--- config.mk ---
export PLATFORM = sky130hd
export DESIGN_NAME = a_tile_feeder
export DESIGN_NICKNAME = d
export VERILOG_FILES = /design/src/rtl/feeder_pkg.sv /design/src/rtl/rd_valid_pipe.sv /design/src/rtl/a_tile_feeder.sv
export SDC_FILE = /design/constraint.sdc
export NUM_CORES = 1
export LEC_CHECK = 0
export CORE_MARGIN = 10
export CORE_UTILIZATION = 45
export CTS_BUF_LIST = sky130_fd_sc_hd__clkbuf_16
export DETAILED_ROUTE_END_ITERATION = 8
export PLACE_DENSITY = 0.77
export SYNTH_ARGS = -nofsm -noshare
export SYNTH_HDL_FRONTEND = slang
export SYNTH_HIERARCHICAL = 1
export SYNTH_SLANG_ARGS = --single-unit
export TNS_END_PERCENT = 5
--- constraint.sdc ---
create_clock -name clk -period 4.8 [get_ports clk]
set_input_delay 0.72 -clock clk [delete_from_list [all_inputs] [get_ports clk]]
set_output_delay 0.72 -clock clk [all_outputs]
set_load 0.005 [all_outputs]
--- src/rtl/feeder_pkg.sv ---
// Shared types and constants for the systolic-array operand feeders.
// The word layout is four int8 lanes, with lane 3 in the top byte.
package feeder_pkg;

    typedef enum logic [1:0] {
        IDLE = 2'd0,
        READ = 2'd1,
        TAIL = 2'd2,
        DONE = 2'd3
    } feeder_state_e;

    localparam int ARRAY_DIM     = 4;
    localparam int FLUSH_DEFAULT = ARRAY_DIM - 1;
    localparam int LANE_W        = 8;
    localparam int LANE_N        = 4;
    localparam int WORD_W        = LANE_W * LANE_N;

    // Cycles spent after the last read: SRAM drain, output register, zero flush.
    function automatic int tail_cycles(input int sram_lat, input int flush);
        return sram_lat + 1 + flush;
    endfunction

endpackage

--- src/rtl/rd_valid_pipe.sv ---
// Delays the SRAM read enable by the SRAM read latency.
// Its output marks the cycle in which sram_rdata holds a requested word.
module rd_valid_pipe #(
    parameter int DEPTH = 1
) (
    input  logic clk,
    input  logic rst_n,
    input  logic en,
    output logic en_dly
);

    logic [DEPTH-1:0] pipe_r;

    // Shift register carrying the read enable through the SRAM latency.
    always_ff @(posedge clk or negedge rst_n) begin
        if (!rst_n) begin
            pipe_r <= {DEPTH{1'b0}};
        end else begin
            pipe_r[0] <= en;
            for (int i = 1; i < DEPTH; i++) begin
                pipe_r[i] <= pipe_r[i-1];
            end
        end
    end

    assign en_dly = pipe_r[DEPTH-1];

endmodule

--- src/rtl/a_tile_feeder.sv ---
// Streams K activation words from the global-buffer SRAM into the skew buffer,
// then FLUSH zero words so the diagonal skew drains, then pulses done.
module a_tile_feeder
    import feeder_pkg::*;
#(
    parameter int ADDR_W   = 16,
    parameter int K_W      = 16,
    parameter int SRAM_LAT = 1,
    parameter int FLUSH    = FLUSH_DEFAULT
) (
    input  logic              clk,
    input  logic              rst_n,
    input  logic              start,
    input  logic [ADDR_W-1:0] base_addr,
    input  logic [K_W-1:0]    k_len,
    output logic              sram_en,
    output logic [ADDR_W-1:0] sram_addr,
    input  logic [WORD_W-1:0] sram_rdata,
    output logic [WORD_W-1:0] data_out,
    output logic              data_valid,
    output logic              busy,
    output logic              done
);

    localparam int TAIL_LEN = tail_cycles(SRAM_LAT, FLUSH);
    localparam int TAIL_W   = $clog2(TAIL_LEN + 1);

    localparam logic [TAIL_W-1:0] TAIL_LAST = TAIL_W'(TAIL_LEN - 1);
    localparam logic [TAIL_W-1:0] TAIL_ZERO = {TAIL_W{1'b0}};
    localparam logic [TAIL_W-1:0] TAIL_ONE  = TAIL_W'(1);
    localparam logic [K_W-1:0]    K_ZERO    = {K_W{1'b0}};
    localparam logic [K_W-1:0]    K_ONE     = K_W'(1);
    localparam logic [ADDR_W-1:0] ADDR_ONE  = ADDR_W'(1);

    feeder_state_e     state_r,     state_nxt_s;
    logic [K_W-1:0]    k_r,         k_nxt_s;
    logic [K_W-1:0]    rd_cnt_r,    rd_cnt_nxt_s;
    logic [TAIL_W-1:0] tail_cnt_r,  tail_cnt_nxt_s;
    logic              sram_en_r,   sram_en_nxt_s;
    logic [ADDR_W-1:0] sram_addr_r, sram_addr_nxt_s;
    logic              busy_r,      busy_nxt_s;
    logic              done_r,      done_nxt_s;
    logic [WORD_W-1:0] data_out_r;
    logic              data_valid_r;
    logic              rd_tail_s;

    // Next state and next registered outputs; rd_cnt counts addresses already issued.
    always_comb begin
        state_nxt_s     = state_r;
        k_nxt_s         = k_r;
        rd_cnt_nxt_s    = rd_cnt_r;
        tail_cnt_nxt_s  = tail_cnt_r;
        sram_en_nxt_s   = 1'b0;
        sram_addr_nxt_s = sram_addr_r;
        busy_nxt_s      = 1'b0;
        done_nxt_s      = 1'b0;
        case (state_r)
            IDLE: begin
                if (start) begin
                    k_nxt_s    = k_len;
                    busy_nxt_s = 1'b1;
                    if (k_len != K_ZERO) begin
                        state_nxt_s     = READ;
                        sram_en_nxt_s   = 1'b1;
                        sram_addr_nxt_s = base_addr;
                        rd_cnt_nxt_s    = K_ONE;
                    end else begin
                        state_nxt_s = DONE;
                        done_nxt_s  = 1'b1;
                    end
                end else begin
                    state_nxt_s = IDLE;
                end
            end
            READ: begin
                busy_nxt_s = 1'b1;
                if (rd_cnt_r == k_r) begin
                    state_nxt_s    = TAIL;
                    tail_cnt_nxt_s = TAIL_ZERO;
                end else begin
                    sram_en_nxt_s   = 1'b1;
                    sram_addr_nxt_s = sram_addr_r + ADDR_ONE;
                    rd_cnt_nxt_s    = rd_cnt_r + K_ONE;
                end
            end
            TAIL: begin
                busy_nxt_s = 1'b1;
                if (tail_cnt_r == TAIL_LAST) begin
                    state_nxt_s = DONE;
                    done_nxt_s  = 1'b1;
                end else begin
                    tail_cnt_nxt_s = tail_cnt_r + TAIL_ONE;
                end
            end
            DONE: begin
                state_nxt_s = IDLE;
            end
            default: begin
                state_nxt_s = IDLE;
            end
        endcase
    end

    // Control state and control outputs.
    always_ff @(posedge clk or negedge rst_n) begin
        if (!rst_n) begin
            state_r     <= IDLE;
            k_r         <= K_ZERO;
            rd_cnt_r    <= K_ZERO;
            tail_cnt_r  <= TAIL_ZERO;
            sram_en_r   <= 1'b0;
            sram_addr_r <= {ADDR_W{1'b0}};
            busy_r      <= 1'b0;
            done_r      <= 1'b0;
        end else begin
            state_r     <= state_nxt_s;
            k_r         <= k_nxt_s;
            rd_cnt_r    <= rd_cnt_nxt_s;
            tail_cnt_r  <= tail_cnt_nxt_s;
            sram_en_r   <= sram_en_nxt_s;
            sram_addr_r <= sram_addr_nxt_s;
            busy_r      <= busy_nxt_s;
            done_r      <= done_nxt_s;
        end
    end

    rd_valid_pipe #(
        .DEPTH (SRAM_LAT)
    ) u_rd_valid_pipe (
        .clk    (clk),
        .rst_n  (rst_n),
        .en     (sram_en_r),
        .en_dly (rd_tail_s)
    );

    // Output word register: SRAM data when a requested word is present, zero otherwise.
    always_ff @(posedge clk or negedge rst_n) begin
        if (!rst_n) begin
            data_out_r   <= {WORD_W{1'b0}};
            data_valid_r <= 1'b0;
        end else if (rd_tail_s) begin
            data_out_r   <= sram_rdata;
            data_valid_r <= 1'b1;
        end else begin
            data_out_r   <= {WORD_W{1'b0}};
            data_valid_r <= 1'b0;
        end
    end

    assign sram_en    = sram_en_r;
    assign sram_addr  = sram_addr_r;
    assign data_out   = data_out_r;
    assign data_valid = data_valid_r;
    assign busy       = busy_r;
    assign done       = done_r;

endmodule
==> metrics.txt <==
status finished, final reports clean; largest family of logic cells by synthesized area simple AND/OR/NAND/NOR gates; H-tree Lvls 3; hold crit path type primary input to async pin; Ant. Diodes 0; clk_lat worst skew 340 ps; root buf cell clkbuf_16; Synth Area in Simple Gates 0.195; first-pass GRT wire length 20.5 mm; DP Area 5790 um2; VDD IR max 0.386 mV; die height 120 um; crit path launch type primary input; Initial Utilization 0.463; CP endpoint kind register; Final nets 617; total CTS buffers 9; TritonRoute pass-1 iters 5; hold buffers post-CTS 0; total global-route track usage 0.172; final instance area 6070 um2; Slew headroom 0.170; Vias 3890; leakage power 2.50 nW; layout cell share with drive strength beyond 1 0.0896; Max Slew Vio Count 0; final hold violation count 0; area of the multi-input gates 2070 um2; final period utilization 0.667; Setup Viol. Count Final 0; Synth Area in Compound Gates 0.166; Post-Synth XOR/XNOR Area 0.0309; vias per cell 5.72; mux cell area share after synthesis 0.0445; mapped cell area 4530 um2; number of synthesis warnings 6; Post-Syn Instances 435; Critical Path RT 5030 ps; CTS tree built; Yosys top cell area share 0.497; DRC violations left 0; dpl hpwl 9.12 mm; largest cells by area after synthesis dfrtp_1 50%, and2_1 5.4%, mux2_2 4.0%; DIE AREA 14500 um2; Final min period 3200 ps; crit-path max FO 21; worst slew pin tran 1230 ps; area of the core 9770 um2; Util after Layout 0.621; final non-filler cell total 680; initial drt markers 411; area grow syn2layout 34.1%; Synth Net Count 510; Routed WL 12.7 mm; # placed instances 664; PostCTS Resize Cnt 0; slowest CP cell or2_1; global route total overflow 0; num ports 119; vias in the first global route 3922; fillers 796; RSZ-0062 raised after global routing false; routability cong. 0.807; Synth Area in Adders 0.0221; cell taking the most area after synthesis dfrtp_1; largest net degree at the start of global routing 54; Clock transition at path regs 70 ps; cells along the critical path clkdlybuf4s50_1 > nand2_1 > a41oi_2 > or2_1 > o21ai_1 > a22o_1; Setup Fix Bufs, Post-CTS 0; # port buffers 118; synthesized area per cell 10.4 um2; main flop type after synthesis dfrtp_1; antenna-violating nets left 0; setup TNS 0 ps; Storage cell area 2250 um2; Layout Skew 12.5 ps; total power 3.45 mW; slowest stage delay, CP 690 ps; MaxCap Viol Count 0; Synth async-reset ratio 1.00; PwrDens 569 nW/um2; clock buffer depth 2; Avg WL per Cell 18.7 um; antenna violations before repair 0; register area share after synthesis 0.497; clk sinks 90; die width 120 um; EDFF count, synth 0; Yosys cell types 56; Arrival @ worst endpoint 3430 ps; Setup CP Type primary input to register; fmax 313 MHz; FP Rows 36; #FFs+latches synth 90
-- cells by family (layout without fill, tap and decap cells) --
logic type / count (synthesis) / in the layout
buf+inv: 47 / 159
xor+xnor: 16 / 16
fa+ha+maj: 8 / 8
mux: 18 / 18
simple gates: 151 / 151
flops: 90 / 90
compound gates: 105 / 105
-- power breakdown --
group | switching [mW] | internal, mW
clock network | 0.316 | 0.359
logic | 0.689 | 0.758
registers | 0.291 | 1.04
total | 1.30 | 2.16
-- path summary, 6_finish.rpt --
check | startpoint | end | slack (ps) | cells after the start
setup / recovery | start | rd_cnt_r[1]$_DFFE_PN0P_ | 1600 | 6
hold / removal | rst_n | data_out[26]$_DFF_PN0_ | 350 | 1
setup reg to reg | state_r[0]$_DFFE_PN0P_ | rd_cnt_r[1]$_DFFE_PN0P_ | 1670 | 7
hold reg to reg | sram_en$_DFF_PN0_ | u_rd_valid_pipe/en_dly$_DFF_PN0_ | 380 | 0
max in group asynchronous | rst_n | rd_cnt_r[6]$_DFFE_PN0P_ | 3400 | 2
min in group clk | sram_en$_DFF_PN0_ | u_rd_valid_pipe/en_dly$_DFF_PN0_ | 380 | 0
-- state kept, by name (all words and copies together), names as in the netlist --
| register | cells |
|---|---|
| rd_cnt_r | 16 |
| sram_en | 1 |
| sram_addr | 16 |
| state_r | 2 |
| u_rd_valid_pipe/en_dly | 1 |
| data_out | 32 |
| k_r | 16 |
| done | 1 |
| busy | 1 |
| data_valid | 1 |
| tail_cnt_r | 3 |
-- cell usage in the layout, fill, tap and decap left out, types with 9 or more instances in the layout --
master             n
clkdlybuf4s50_1  117
dfrtp_1           90
and2_1            39
nand3_1           20
nand2_1           20
a31oi_1           20
inv_1             18
xor2_1            16
nor2_1            16
mux2_2            16
o21ai_1           13
nand4_1           12
nor3_1            11
nor4_1            10
clkbuf_16          9
-- layout make-up --
class	count	share of cell area
flip-flops and latches	90	0.371
repair buffers	125	0.203
well taps	133	0.0274
multi-input cells	298	0.341
inverters	18	0.0111
clock buffers	9	0.0371
clock inverters	7	0.00948
-- Yosys cell counts (7+ instances only) --
| library cell | instances |
|---|---|
| nor3_1 | 11 |
| buf_2 | 7 |
| a21oi_1 | 8 |
| a31oi_1 | 20 |
| dfrtp_1 | 90 |
| nand3_1 | 20 |
| o21ai_1 | 13 |
| mux2_2 | 16 |
| ha_1 | 8 |
| and3_1 | 7 |
| nor4_1 | 10 |
| nand2_1 | 20 |
| xor2_1 | 16 |
| nand4_1 | 12 |
| and2_1 | 39 |
| inv_1 | 18 |
| clkbuf_1 | 15 |
| nor2_1 | 16 |
-- worst max-delay path, delay by kind of cell --
kind,cells,cell delay [ps]
AND/OR/NAND/NOR,2,1190
AO/OA/AOI/OAI,3,980
buffers and inverters,1,540
-- per-stage QoR --
step / hold WS [ps] / worst slack (ps)
3_3_place_gp: 358 / 1370
6_report: 347 / 1600
5_1_grt: 367 / 1370
2_1_floorplan: 376 / 2710
4_1_cts: 364 / 1570
3_5_place_dp: 366 / 1250
-- layer usage --
layer,global-route usage,routed length [um]
met4,0.0475,155
met3,0.0568,1080
met2,0.271,5820
met5,0,0
met1,0.222,5660
Note: power is estimated with default switching activity, not from simulation.
